[config.mk]
export PLATFORM = sky130hd
export DESIGN_NAME = riscv_mem_arbiter
export DESIGN_NICKNAME = d
export VERILOG_FILES = /design/src/rtl/riscv_mem_pkg.sv /design/src/rtl/riscv_mem_arbiter.sv
export SDC_FILE = /design/constraint.sdc
export NUM_CORES = 1
export LEC_CHECK = 0
export ABC_AREA = 1
export CORE_MARGIN = 3
export CORE_UTILIZATION = 57
export CTS_CLUSTER_DIAMETER = 100
export DETAILED_ROUTE_END_ITERATION = 6
export DONT_BUFFER_PORTS = 1
export HOLD_SLACK_MARGIN = 0.06
export PLACE_DENSITY = 0.72
export SETUP_SLACK_MARGIN = 0.15
export SYNTH_ARGS = -nofsm -noshare
export SYNTH_HDL_FRONTEND = slang
export SYNTH_SLANG_ARGS = --single-unit
export TNS_END_PERCENT = 10
[constraint.sdc]
create_clock -name clk -period 2 [get_ports clk]
set_clock_uncertainty 0.15 [all_clocks]
set_input_delay 0 -clock clk [delete_from_list [all_inputs] [get_ports clk]]
set_output_delay 0 -clock clk [all_outputs]
set_load 0.01 [all_outputs]
[src/rtl/riscv_mem_pkg.sv]
// Shared types and constants for the RISC-V memory arbiter.
//   state_t : arbiter FSM states
//   owner_t : which requester owns the outstanding access
//   XLEN    : data/address width
//   BE_W    : byte-enable width (one bit per byte of XLEN)
package riscv_mem_pkg;

  localparam int XLEN = 32;
  localparam int BE_W = XLEN / 8;

  // Reads always fetch the full word.
  localparam logic [BE_W-1:0] BE_ALL = '1;

  typedef enum logic [1:0] {
    IDLE,
    ISSUE,
    WAIT,
    RESP
  } state_t;

  typedef enum logic {
    OWN_IF,
    OWN_D
  } owner_t;

endpackage

[src/rtl/riscv_mem_arbiter.sv]
// Shares one fixed-latency single-port memory between the instruction-fetch
// port and the data (load/store) port. One access is outstanding at a time.
// Data requests win contention unless fetch has already been passed over
// STARVE_MAX consecutive times.
//
// Parameters
//   LAT        : memory read latency, mem_en cycle to mem_rdata valid (1..7)
//   STARVE_MAX : data grants allowed while fetch waits (1..15)
// Ports
//   clk, reset                 : clock, synchronous active-high reset
//   if_req_* / if_rsp_*        : fetch request handshake and response pulse
//   d_req_* / d_rsp_*          : data request handshake and response pulse
//   mem_en/we/addr/wdata/be    : registered memory command, qualified by mem_en
//   mem_rdata                  : read data, valid LAT cycles after mem_en
module riscv_mem_arbiter
  import riscv_mem_pkg::*;
#(
  parameter int LAT        = 1,
  parameter int STARVE_MAX = 4
) (
  input  logic            clk,
  input  logic            reset,
  input  logic            if_req_valid,
  output logic            if_req_ready,
  input  logic [XLEN-1:0] if_req_addr,
  output logic            if_rsp_valid,
  output logic [XLEN-1:0] if_rsp_data,
  input  logic            d_req_valid,
  output logic            d_req_ready,
  input  logic [XLEN-1:0] d_req_addr,
  input  logic            d_req_we,
  input  logic [XLEN-1:0] d_req_wdata,
  input  logic [BE_W-1:0] d_req_be,
  output logic            d_rsp_valid,
  output logic [XLEN-1:0] d_rsp_data,
  output logic            mem_en,
  output logic            mem_we,
  output logic [XLEN-1:0] mem_addr,
  output logic [XLEN-1:0] mem_wdata,
  output logic [BE_W-1:0] mem_be,
  input  logic [XLEN-1:0] mem_rdata
);

  localparam logic [2:0] LAT_LAST   = 3'(LAT - 1);
  localparam logic [3:0] STARVE_LIM = 4'(STARVE_MAX);

  state_t     state, next_state;
  owner_t     owner;
  logic [2:0] lat_cnt;
  logic [3:0] starve_cnt;
  logic       grant_if, grant_d;
  logic       last_wait;

  assign last_wait = (state == WAIT) && (lat_cnt == LAT_LAST);

  // Picker and next-state logic. Grants exist only in IDLE and never while
  // reset is asserted, so both readies read 0 during reset.
  always_comb begin
    // NOTE: every signal driven here gets a default first so no path leaves
    // it unassigned -- otherwise synthesis infers a latch.
    next_state = state;
    grant_if   = 1'b0;
    grant_d    = 1'b0;
    unique case (state)
      IDLE: begin
        if (!reset) begin
          grant_if = if_req_valid && (!d_req_valid || starve_cnt == STARVE_LIM);
          grant_d  = d_req_valid && !grant_if;
          if (grant_if || grant_d) next_state = ISSUE;
        end
      end
      ISSUE:   next_state = WAIT;
      WAIT:    if (lat_cnt == LAT_LAST) next_state = RESP;
      RESP:    next_state = IDLE;
      default: next_state = IDLE;
    endcase
  end

  assign if_req_ready = grant_if;
  assign d_req_ready  = grant_d;

  always_ff @(posedge clk) begin
    if (reset) state <= IDLE;
    else       state <= next_state;
  end

  // Datapath: memory command, owner, counters and response registers.
  always_ff @(posedge clk) begin
    // NOTE: sequential state uses non-blocking assignments so every register
    // samples pre-edge values regardless of statement order.
    if (reset) begin
      mem_en       <= 1'b0;
      mem_we       <= 1'b0;
      mem_addr     <= '0;
      mem_wdata    <= '0;
      mem_be       <= '0;
      owner        <= OWN_IF;
      lat_cnt      <= '0;
      starve_cnt   <= '0;
      if_rsp_valid <= 1'b0;
      if_rsp_data  <= '0;
      d_rsp_valid  <= 1'b0;
      d_rsp_data   <= '0;
    end else begin
      mem_en       <= grant_if || grant_d;
      if_rsp_valid <= 1'b0;
      d_rsp_valid  <= 1'b0;

      // The command registers hold between accesses; only mem_en qualifies them.
      if (grant_if) begin
        mem_we    <= 1'b0;
        mem_addr  <= if_req_addr;
        mem_wdata <= '0;
        mem_be    <= BE_ALL;
        owner     <= OWN_IF;
      end else if (grant_d) begin
        mem_we    <= d_req_we;
        mem_addr  <= d_req_addr;
        mem_wdata <= d_req_wdata;
        mem_be    <= d_req_we ? d_req_be : BE_ALL;
        owner     <= OWN_D;
      end

      // Starvation tracking only moves while arbitrating in IDLE; a data
      // grant counts only if fetch was actually waiting.
      if (state == IDLE) begin
        if (grant_if || !if_req_valid) starve_cnt <= '0;
        else if (grant_d && starve_cnt != STARVE_LIM) starve_cnt <= starve_cnt + 4'd1;
      end

      lat_cnt <= (state == WAIT) ? lat_cnt + 3'd1 : 3'd0;

      // mem_rdata is valid in the last WAIT cycle; registering it here puts
      // the response pulse in RESP. mem_we still holds the access type.
      if (last_wait) begin
        if (owner == OWN_IF) begin
          if_rsp_valid <= 1'b1;
          if_rsp_data  <= mem_rdata;
        end else begin
          d_rsp_valid <= 1'b1;
          d_rsp_data  <= mem_we ? '0 : mem_rdata;
        end
      end
    end
  end

endmodule
Yosys cells after proc, flatten, opt, wreduce, memory -nomap -nowiden:

Index checks and enable logic that the tools add are counted.

* logic and storage cells: 64
* bits in latches: 0
* flip-flop bits (word level): 146
* output and inout port bits: 138
* memories: 0
* bits in read-only memories: 0
* input bits: 137
* bits in writable memories: 0

* div/mod/pow operators: 0
* magnitude comparators: 0
* equal/unequal tests: 7
* add/sub/neg operators: 2
* bitwise operators: 3
* multiply operators: 0
* muxes and demuxes: 17
* shift-type cells: 0
* reduce and logical (&&, ||, !) cells: 22

Operator list (count)
* two-way mux 32 bit: 3
* two-way mux 4 bit: 5
* one-hot mux 2 bit (4 select lines): 1
* AND reduction 2 bit: 4
* two-way mux 1 bit: 6
* OR reduction 2 bit: 3
* adder 4 x 1 -> 4 bit, second input constant: 1
* == test 2 bit, second input constant: 2
* == test 4 x 3 -> 1 bit, second input constant: 1
* logical AND 1 bit: 4
* logical OR 1 bit: 4
* two-way mux 2 bit: 2
* != test 4 x 3 -> 1 bit, second input constant: 1
* nonzero test 2 bit: 2
* adder 3 x 1 -> 3 bit, second input constant: 1
* zero test 1 bit: 3
* zero test 3 bit: 1
* NOT 1 bit: 3
* == test 2 x 1 -> 1 bit, second input constant: 1
* zero test 2 bit: 1
* != test 2 x 1 -> 1 bit, second input constant: 1
* != test 2 bit, second input constant: 1

Logic depth before layout (Yosys ltp):

Gate-level depths: netlist of the first run.

* word-level depth: 10
* mapped depth: 10
* depth with buffers taken out: 9

Least setup slack after synthesis of the first run:

No wires, ideal clock.

* path type: register to register
* start: reg state[0]
* end: reg mem_addr[17]
* path buffers: 2
* arrival time: 1.339 ns
* setup slack: 0.451 ns
* stages on the path, launching flop included: 11
* clock period less this slack: 1.549 ns
* setup time: 0.060 ns
* data required time: 1.790 ns
* path through: dfxtp_1 -> inv_1 -> ha_1 -> inv_2 -> nor2_4 -> nand3_2 -> buf_4 -> buf_4 -> nand2_1 -> nand3_1 -> nand2_1

* cells in the longest elaborated chain, start to end: 3
* elaborated cells on any way between the ends: 5
* classes of those cells: mux (3); reduce/logical (2)

RTL lines
* start, declared: RTL line riscv_mem_arbiter.sv:47 `state_t state, next_state;`
* start signal, assigned: RTL line riscv_mem_arbiter.sv:84 `else state <= next_state;`
* zero test 2 bit *: RTL line riscv_mem_arbiter.sv:64 `unique case (state)`
* two-way mux 1 bit: RTL line riscv_mem_arbiter.sv:64
* two-way mux 32 bit or nonzero test 2 bit (tied branches)
* end signal, assigned: RTL line riscv_mem_arbiter.sv:112 `mem_addr <= if_req_addr;`
* end signal, assigned: RTL line riscv_mem_arbiter.sv:118 `mem_addr <= d_req_addr;`
* end, declared: RTL line riscv_mem_arbiter.sv:38 `output logic [XLEN-1:0] mem_addr,`

Every way passes the cells marked *; elsewhere a longest branch is shown, timed or not.
A chain may end at the register's enable or synchronous reset.

Worst setup path after layout of the first run:

* start: reg state[1]
* end: reg mem_addr[15]

The elaborated chain is that of the path after synthesis.

==> reports/metrics.cfg, run 1 <==
[placement]
globalplace.congestion=0.848
hpwl_mm=11.1
dp_slack_ns=0.202
portBuffers=0

[yosys]
syn_area_per_cell_um2=7.67
synth.top_cells.by_count=dfxtp_1 (146), nand2_1 (138), nand3_1 (135)
yosysTopAreaCell=dfxtp_1
yosysWarnings=0
synth_ff_type=dfxtp_1
synth_area_mm2=0.00592
synthesis.nets=915
async_flop_share=0
synth_edf_count=0
syn-instance-count=772
synth.top_cell.area_share=0.493
ys_top_cells_by_area=dfxtp_1 (49%), nand3_1 (11%), nand2_1 (8.7%), o21ai_0 (6.1%), nor2_1 (4.6%)
yosysSeqAreaShare=0.493
ys_ff_latch=146
yosysMostFrequentCell=dfxtp_1
synth_cell_types=26

[setup_path]
path_common_cell=buf_4
critPathCaptureType=register
slowest_stage=dfxtp_1
start_kind=register
critPathMaxStageDelay_ns=0.35
crit_fanout=24
crit_start=state[1]
arrival_ns=2.18
path_cells=inv_1 -> ha_4 -> inv_2 -> nor2_4 -> buf_4 -> o21ai_4 -> buf_4 -> nand3_1 -> nand2_1
r2r_start=state[1]
r2r_cells=9
worst-setup-path-type=register to register
worstPathRequired_ns=2.31

[run_status]
status=finished, violations left
violations=negative hold slack

[sta]
setup_violations=0
tightestPinTransition_ns=0.614
fin_crit_ns=1.87
final_hold_viol_count=71
setup_slack_ns=0.130
fmax_mhz=535
tns_ns=0
slew_viol_final=0
slew_headroom=0.590
rsz0062_at_grt=yes
finalCritPeriodShare=0.935
whs_ns=-0.458

[clocking]
insertion_delay_ns=0.52
clock_sinks=146
cts_buffers=17
h-tree-depth=4
cts.reportedPaths.clkPinSlew_ns=0.06
clockBufferDepth=2
cts_tree=built
root_buffer=clkbuf_8

[global_routing]
grt_pass1_vias=5901
grt.total_usage=0.320
grt_max_degree=62
grt_pass1_wl_mm=29.4
antenna_found_initial=1
overflow=0

[pwr]
peakVddDrop_uv=642
power_leakage_nw=3.40
total_power_mw=9.38
p_per_area_mw_per_mm2=1190

[floorplan]
die_w_um=108
ios=275
initial_core_util=0.595
die_h_um=108
core-area_mm2=0.00995
die-area_mm2=0.0117
floorplan.rows=36

[final_layout]
final-seq-area_mm2=0.00293
nets=1018
final_core_utilization=0.794
multi_input_area_mm2=0.00257
drive_gt1_frac=0.0913
syn_to_final_growth_pct=33.5
nFillCells=638

[hold_path]
min_from=if_req_valid
hold_class=primary input to register
min_path_cells=3

[detailed_routing]
final_antenna_net_count=0
wirelength_mm=19.2
drtIter0Drc=631
vias_per_cell=5.82
drtPass1Iterations=6
wl_per_cell_um=18.8
drc_errors=0
vias=5952

[job]
maxCapViolations=0

## state kept, by name (all words and copies together) (netlist names), 2 cells and up
name,flops
d_rsp_data,32
if_rsp_data,32
mem_addr,32
mem_wdata,32
mem_be,4
starve_cnt,4
lat_cnt,3
state,2
## final timing paths
kind	end	slack, ns
max	mem_addr[15]	0.13
min reg2reg	lat_cnt[0]	0.30
min	mem_addr[31]	-0.46
max reg2reg	mem_addr[15]	0.13
## where the power goes
group	switching, mW	total [mW]	leakage [nW]	internal, mW
clock	1.16	3.22	0.297	2.06
sequential	0.632	4.08	1.19	3.45
combinational	1.25	2.09	1.91	0.838
total	3.04	9.38	3.40	6.35
## metal layers
metal,wire [um],GRT usage,vias up
met2,9800,0.562,426
met5,0,0,-
li1,-,-,2742
met3,2130,0.101,57
met4,651,0.167,0
met1,6580,0.343,2727
## worst max-delay path, delay by kind of cell (launching register included)
| kind | cells | cell delay [ns] |
|---|---|---|
| AOI/OAI and AO/OA | 1 | 0.16 |
| DFF | 1 | 0.35 |
| and+or+nand+nor | 3 | 0.31 |
| adders and majority gates | 1 | 0.18 |
| buffers and inverters | 4 | 0.66 |
## what timing repair did
action,CTS,global route
endpoints found under the setup margin,2,80
pin swaps,6,1
buffers inserted,10,0
gates cloned,2,0
endpoints found under the hold margin,145,73
hold buffers,107,3
resized for setup,10,6
## metrics by stage
stage / cell area (um^2) / hold WS (ns) / std cells
finish: 7910 / -0.458 / 1022
global route: 7910 / -0.467 / 1021
CTS: 7860 / -0.483 / 1017
detailed placement: 5990 / -0.0761 / 867
global placement: 5990 / -0.0771 / 867
floorplan: 5920 / -0.0809 / 772
## cell usage in the layout, fill, tap and decap left out, drive strengths merged
cell,instances
xnor2,1
bufinv,3
nand3b,30
xor2,1
nand3,137
a22oi,1
nor3,4
clkbuf,23
dfxtp,146
nor2,75
a21oi,41
dlygate4sd3,110
nand4,4
inv,57
clkinvlp,2
ha,6
nand2,143
bufbuf,1
diode,2
buf,27
clkinv,2
o21ai,73
## cells by family after synthesis
logic type      count (synthesis)  synth area share
compound gates                115             0.100
buf+inv                       111            0.0828
simple gates                  392             0.308
xor+xnor                        2           0.00296
flops                         146             0.493
fa+ha+maj                       6            0.0127
## layout make-up
class                      instances  share of cell area
antenna                            2            0.000633
clock buffer                      23              0.0615
clock inverter                     8              0.0157
inverter                          56              0.0269
multi-input combinational        516               0.325
sequential                       146               0.370
tap                              133              0.0210
timing repair buffer             138               0.179
(Power assumes the default switching activity.)
==> run 2: changes to the inputs <==
ABC_AREA = not set   (was 1)
CORE_AREA = 3 3 106 108   (was not set)
CORE_MARGIN = not set   (was 3)
CORE_UTILIZATION = not set   (was 57)
DIE_AREA = 0 0 109 111   (was not set)
PLACE_DENSITY = not set   (was 0.72)
==> reports/metrics.cfg, run 2 <==
[yosys]
synthesis.nets=694
muxShareOfSynthArea=0.00191
syn-instance-count=551
yosysMostFrequentCell=dfxtp_1
synth.top_cells.by_count=dfxtp_1 (146), nand2_1 (70), a21oi_1 (69)
yosysSeqAreaShare=0.558
synth_compound_area_frac=0.269
synthAdderAreaFrac=0.0143
synthSimpleGateAreaFrac=0.0902
syn_area_per_cell_um2=9.51
yosysWarnings=0
synth_xor_xnor_area_share=0.00167
ys_ff_latch=146
synth_top_family_by_area=compound AO/OA/AOI/OAI gates
synth_edf_count=0
yosysTopAreaCell=dfxtp_1
ys_top_cells_by_area=dfxtp_1 (56%), a22o_1 (11%), a21oi_1 (6.6%), nand2_1 (5.0%), a22oi_1 (4.4%)
synth_cell_types=35
synth_ff_type=dfxtp_1
async_flop_share=0
synth.top_cell.area_share=0.558
synth_area_mm2=0.00524

[clocking]
hold_buffers=142
root_buffer=clkbuf_8
clockBufferDepth=2
cts_buffers=17
clock_sinks=146
cts_setup_buffers=6
postCtsResizedCells=6
h-tree-depth=4

[floorplan]
initial_core_util=0.508
die_w_um=109
ios=275
floorplan.rows=37
die_h_um=111

[placement]
portBuffers=0
globalplace.congestion=0.780
hpwl_mm=10.3

[run_status]
error=[ERROR RSZ-0060] Max buffer count reached.
status=stopped before the end
lastStage=clock tree synthesis (4_1_cts)

[run 2: changes by cell type after synthesis, sizes merged, moves of 30 or more]
cell	delta
nand3	-136
nand2	-72
a22o	+65
nor2	-61
o21ai	-41
a22oi	+30
[run 2: through the flow]
| step | setup slack, ns | hold slack (ns) | instances | utilization | area (um^2) |
|---|---|---|---|---|---|
| detailed placement | 0.200 | -0.0744 | 665 | 0.531 | 5480 |
| global placement | 0.244 | -0.0731 | 665 | 0.531 | 5480 |
| floorplan | 0.305 | -0.0243 | 551 | - | 5240 |
[run 2: cells by family after synthesis]
family | count (synthesis)
AO/OA/AOI/OAI | 209
XOR/XNOR | 1
adder cells (fa/ha/maj) | 6
buffers and inverters | 82
flip-flops | 146
multiplexers | 1
AND/OR/NAND/NOR | 106
==> run 3: changes to the inputs <==
CORE_AREA = not set   (was 3 3 106 108)
CORE_MARGIN = 3   (was not set)
CORE_UTILIZATION = 40   (was not set)
CTS_CLUSTER_DIAMETER = not set   (was 100)
DIE_AREA = not set   (was 0 0 109 111)
HOLD_SLACK_MARGIN = not set   (was 0.06)
PLACE_DENSITY_LB_ADDON = 0.15   (was not set)
SETUP_SLACK_MARGIN = not set   (was 0.15)
==> reports/metrics.cfg, run 3 <==
[run_status]
status=completed

[yosys]
yosysMostFrequentCell=dfxtp_1
synth_cell_types=35
async_flop_share=0
ys_top_cells_by_area=dfxtp_1 (56%), a22o_1 (11%), a21oi_1 (6.6%), nand2_1 (5.0%), a22oi_1 (4.4%)
yosysWarnings=0
synth.top_cell.area_share=0.558
yosysTopAreaCell=dfxtp_1
synth_ff_type=dfxtp_1
syn_area_per_cell_um2=9.51
synthesis.nets=694
yosysSeqAreaShare=0.558
ys_ff_latch=146
syn-instance-count=551
synth_area_mm2=0.00524
synth.top_cells.by_count=dfxtp_1 (146), nand2_1 (70), a21oi_1 (69)
synth_edf_count=0

[final_layout]
antenna_cells=0
mostFrequentLayoutCells=dfxtp_1 (144), dlygate4sd3_1 (137), nand2_1 (70)
drive_gt1_frac=0.0875
fin_area_mm2=0.00760
syn_to_final_growth_pct=45.0
nets=827
nFillCells=1042
layout_commonest_cell=dfxtp_1

[hold_path]
hold_class=primary input to register

[sta]
setup_violations=0
finalCritPeriodShare=0.969
fmax_mhz=516
slew_headroom=0.716
final_hold_viol_count=0
rsz0062_at_grt=no
fin_crit_ns=1.94
tightestPinTransition_ns=0.424
tns_ns=0
whs_ns=0.0239
slew_viol_final=0

[global_routing]
grtUsageMet1=0.240
grt_pass1_wl_mm=25.5
grt.busiest_layer=met2
grt.total_usage=0.222
grt_max_degree=51
met2_usage=0.387
antenna_found_initial=0
met3_usage=0.0861
overflow=0
grt_pass1_vias=4866

[floorplan]
floorplan.rows=41
die_w_um=120
core-area_mm2=0.0127
initial_core_util=0.412
die-area_mm2=0.0145
die_h_um=120
ios=275

[setup_path]
crit_fanout=22
worst-setup-path-type=register to register
start_kind=register
worstPathRequired_ns=2.14
arrival_ns=2.08
regToRegSetupSlack_ns=0.06
critPathCaptureType=register

[pwr]
p_per_area_mw_per_mm2=1300
peakVddDrop_uv=740
total_power_mw=9.84
power_leakage_nw=2.98

[placement]
portBuffers=0
hpwl_mm=9.95
globalplace.congestion=0.769
place_area_mm2=0.00552

[clocking]
cts_buffers=17
cts_tree=built
root_buffer=clkbuf_16
insertion_delay_ns=0.42
clockBufferDepth=2
cts.reportedPaths.clkPinSlew_ns=0.06
h-tree-depth=4
clock_sinks=146

[detailed_routing]
wirelength_mm=16.4
drtIter0Drc=329
final_antenna_net_count=0
vias_per_cell=5.47
wl_per_cell_um=18.9
drtPass1Iterations=5
vias=4751
drc_errors=0

[job]
maxCapViolations=0

## run 3: cell counts after synthesis
No cell type changed its count.
## run 3: repair_timing
| item | 4_1_cts | 5_1_grt |
|---|---|---|
| pin swaps | 1 | 3 |
| hold endpoints to repair | 146 | 0 |
| cloned | 0 | 0 |
| hold buffers | 138 | 0 |
| resized for setup | 0 | 8 |
| setup endpoints to repair | 1 | 4 |
| setup buffers | 1 | 1 |
## run 3: final timing paths
kind / end / cells after the start / start
max: mem_addr[29] / 8 / starve_cnt[0]
min: mem_addr[30] / 4 / d_req_valid
max reg2reg: mem_addr[29] / 8 / starve_cnt[0]
min reg2reg: lat_cnt[0] / 1 / lat_cnt[0]
## run 3: report_power, final
group / switching (mW) / internal, mW
logic: 1.15 / 0.988
registers: 0.753 / 3.52
clock network: 1.23 / 2.20
## run 3: final cells by class
class	instances	area, um^2	area share
flip-flops and latches	146	2930	0.385
multi-input cells	323	2020	0.266
repair buffers	153	1630	0.214
clock buffers	21	470	0.0619
well taps	172	215	0.0283
clock inverters	11	174	0.0229
inverters	43	161	0.0212
## run 3: kinds of logic after synthesis
family          synth area share
compound gates             0.269
flops                      0.558
simple gates              0.0902
buf+inv                   0.0656
fa+ha+maj                 0.0143
xor+xnor                 0.00167
mux                      0.00191
## run 3: routing by layer
metal / share of wire / up-vias
met1: 0.37 / 2243
met4: 0.023 / 0
met3: 0.10 / 35
met5: 0 / -
met2: 0.50 / 260
li1: - / 2213
## run 3: worst max-delay path, cell delays in order (launching register included)
cell      delay (ns)
dfxtp_2         0.33
inv_1           0.07
ha_1            0.16
nand4b_1        0.17
and4b_2         0.31
buf_4           0.16
buf_12          0.15
a21oi_1         0.20
o21ai_1         0.11
## run 3: metrics by stage
| stage | worst slack (ns) | utilization | instances |
|---|---|---|---|
| 3_3_place_gp | 0.226 | 0.434 | 697 |
| 3_5_place_dp | 0.148 | 0.434 | 697 |
| 2_1_floorplan | 0.305 | - | 551 |
| 4_1_cts | 0.0596 | 0.595 | 868 |
| 6_report | 0.0611 | 0.597 | 869 |
| 5_1_grt | 0.00281 | 0.597 | 869 |
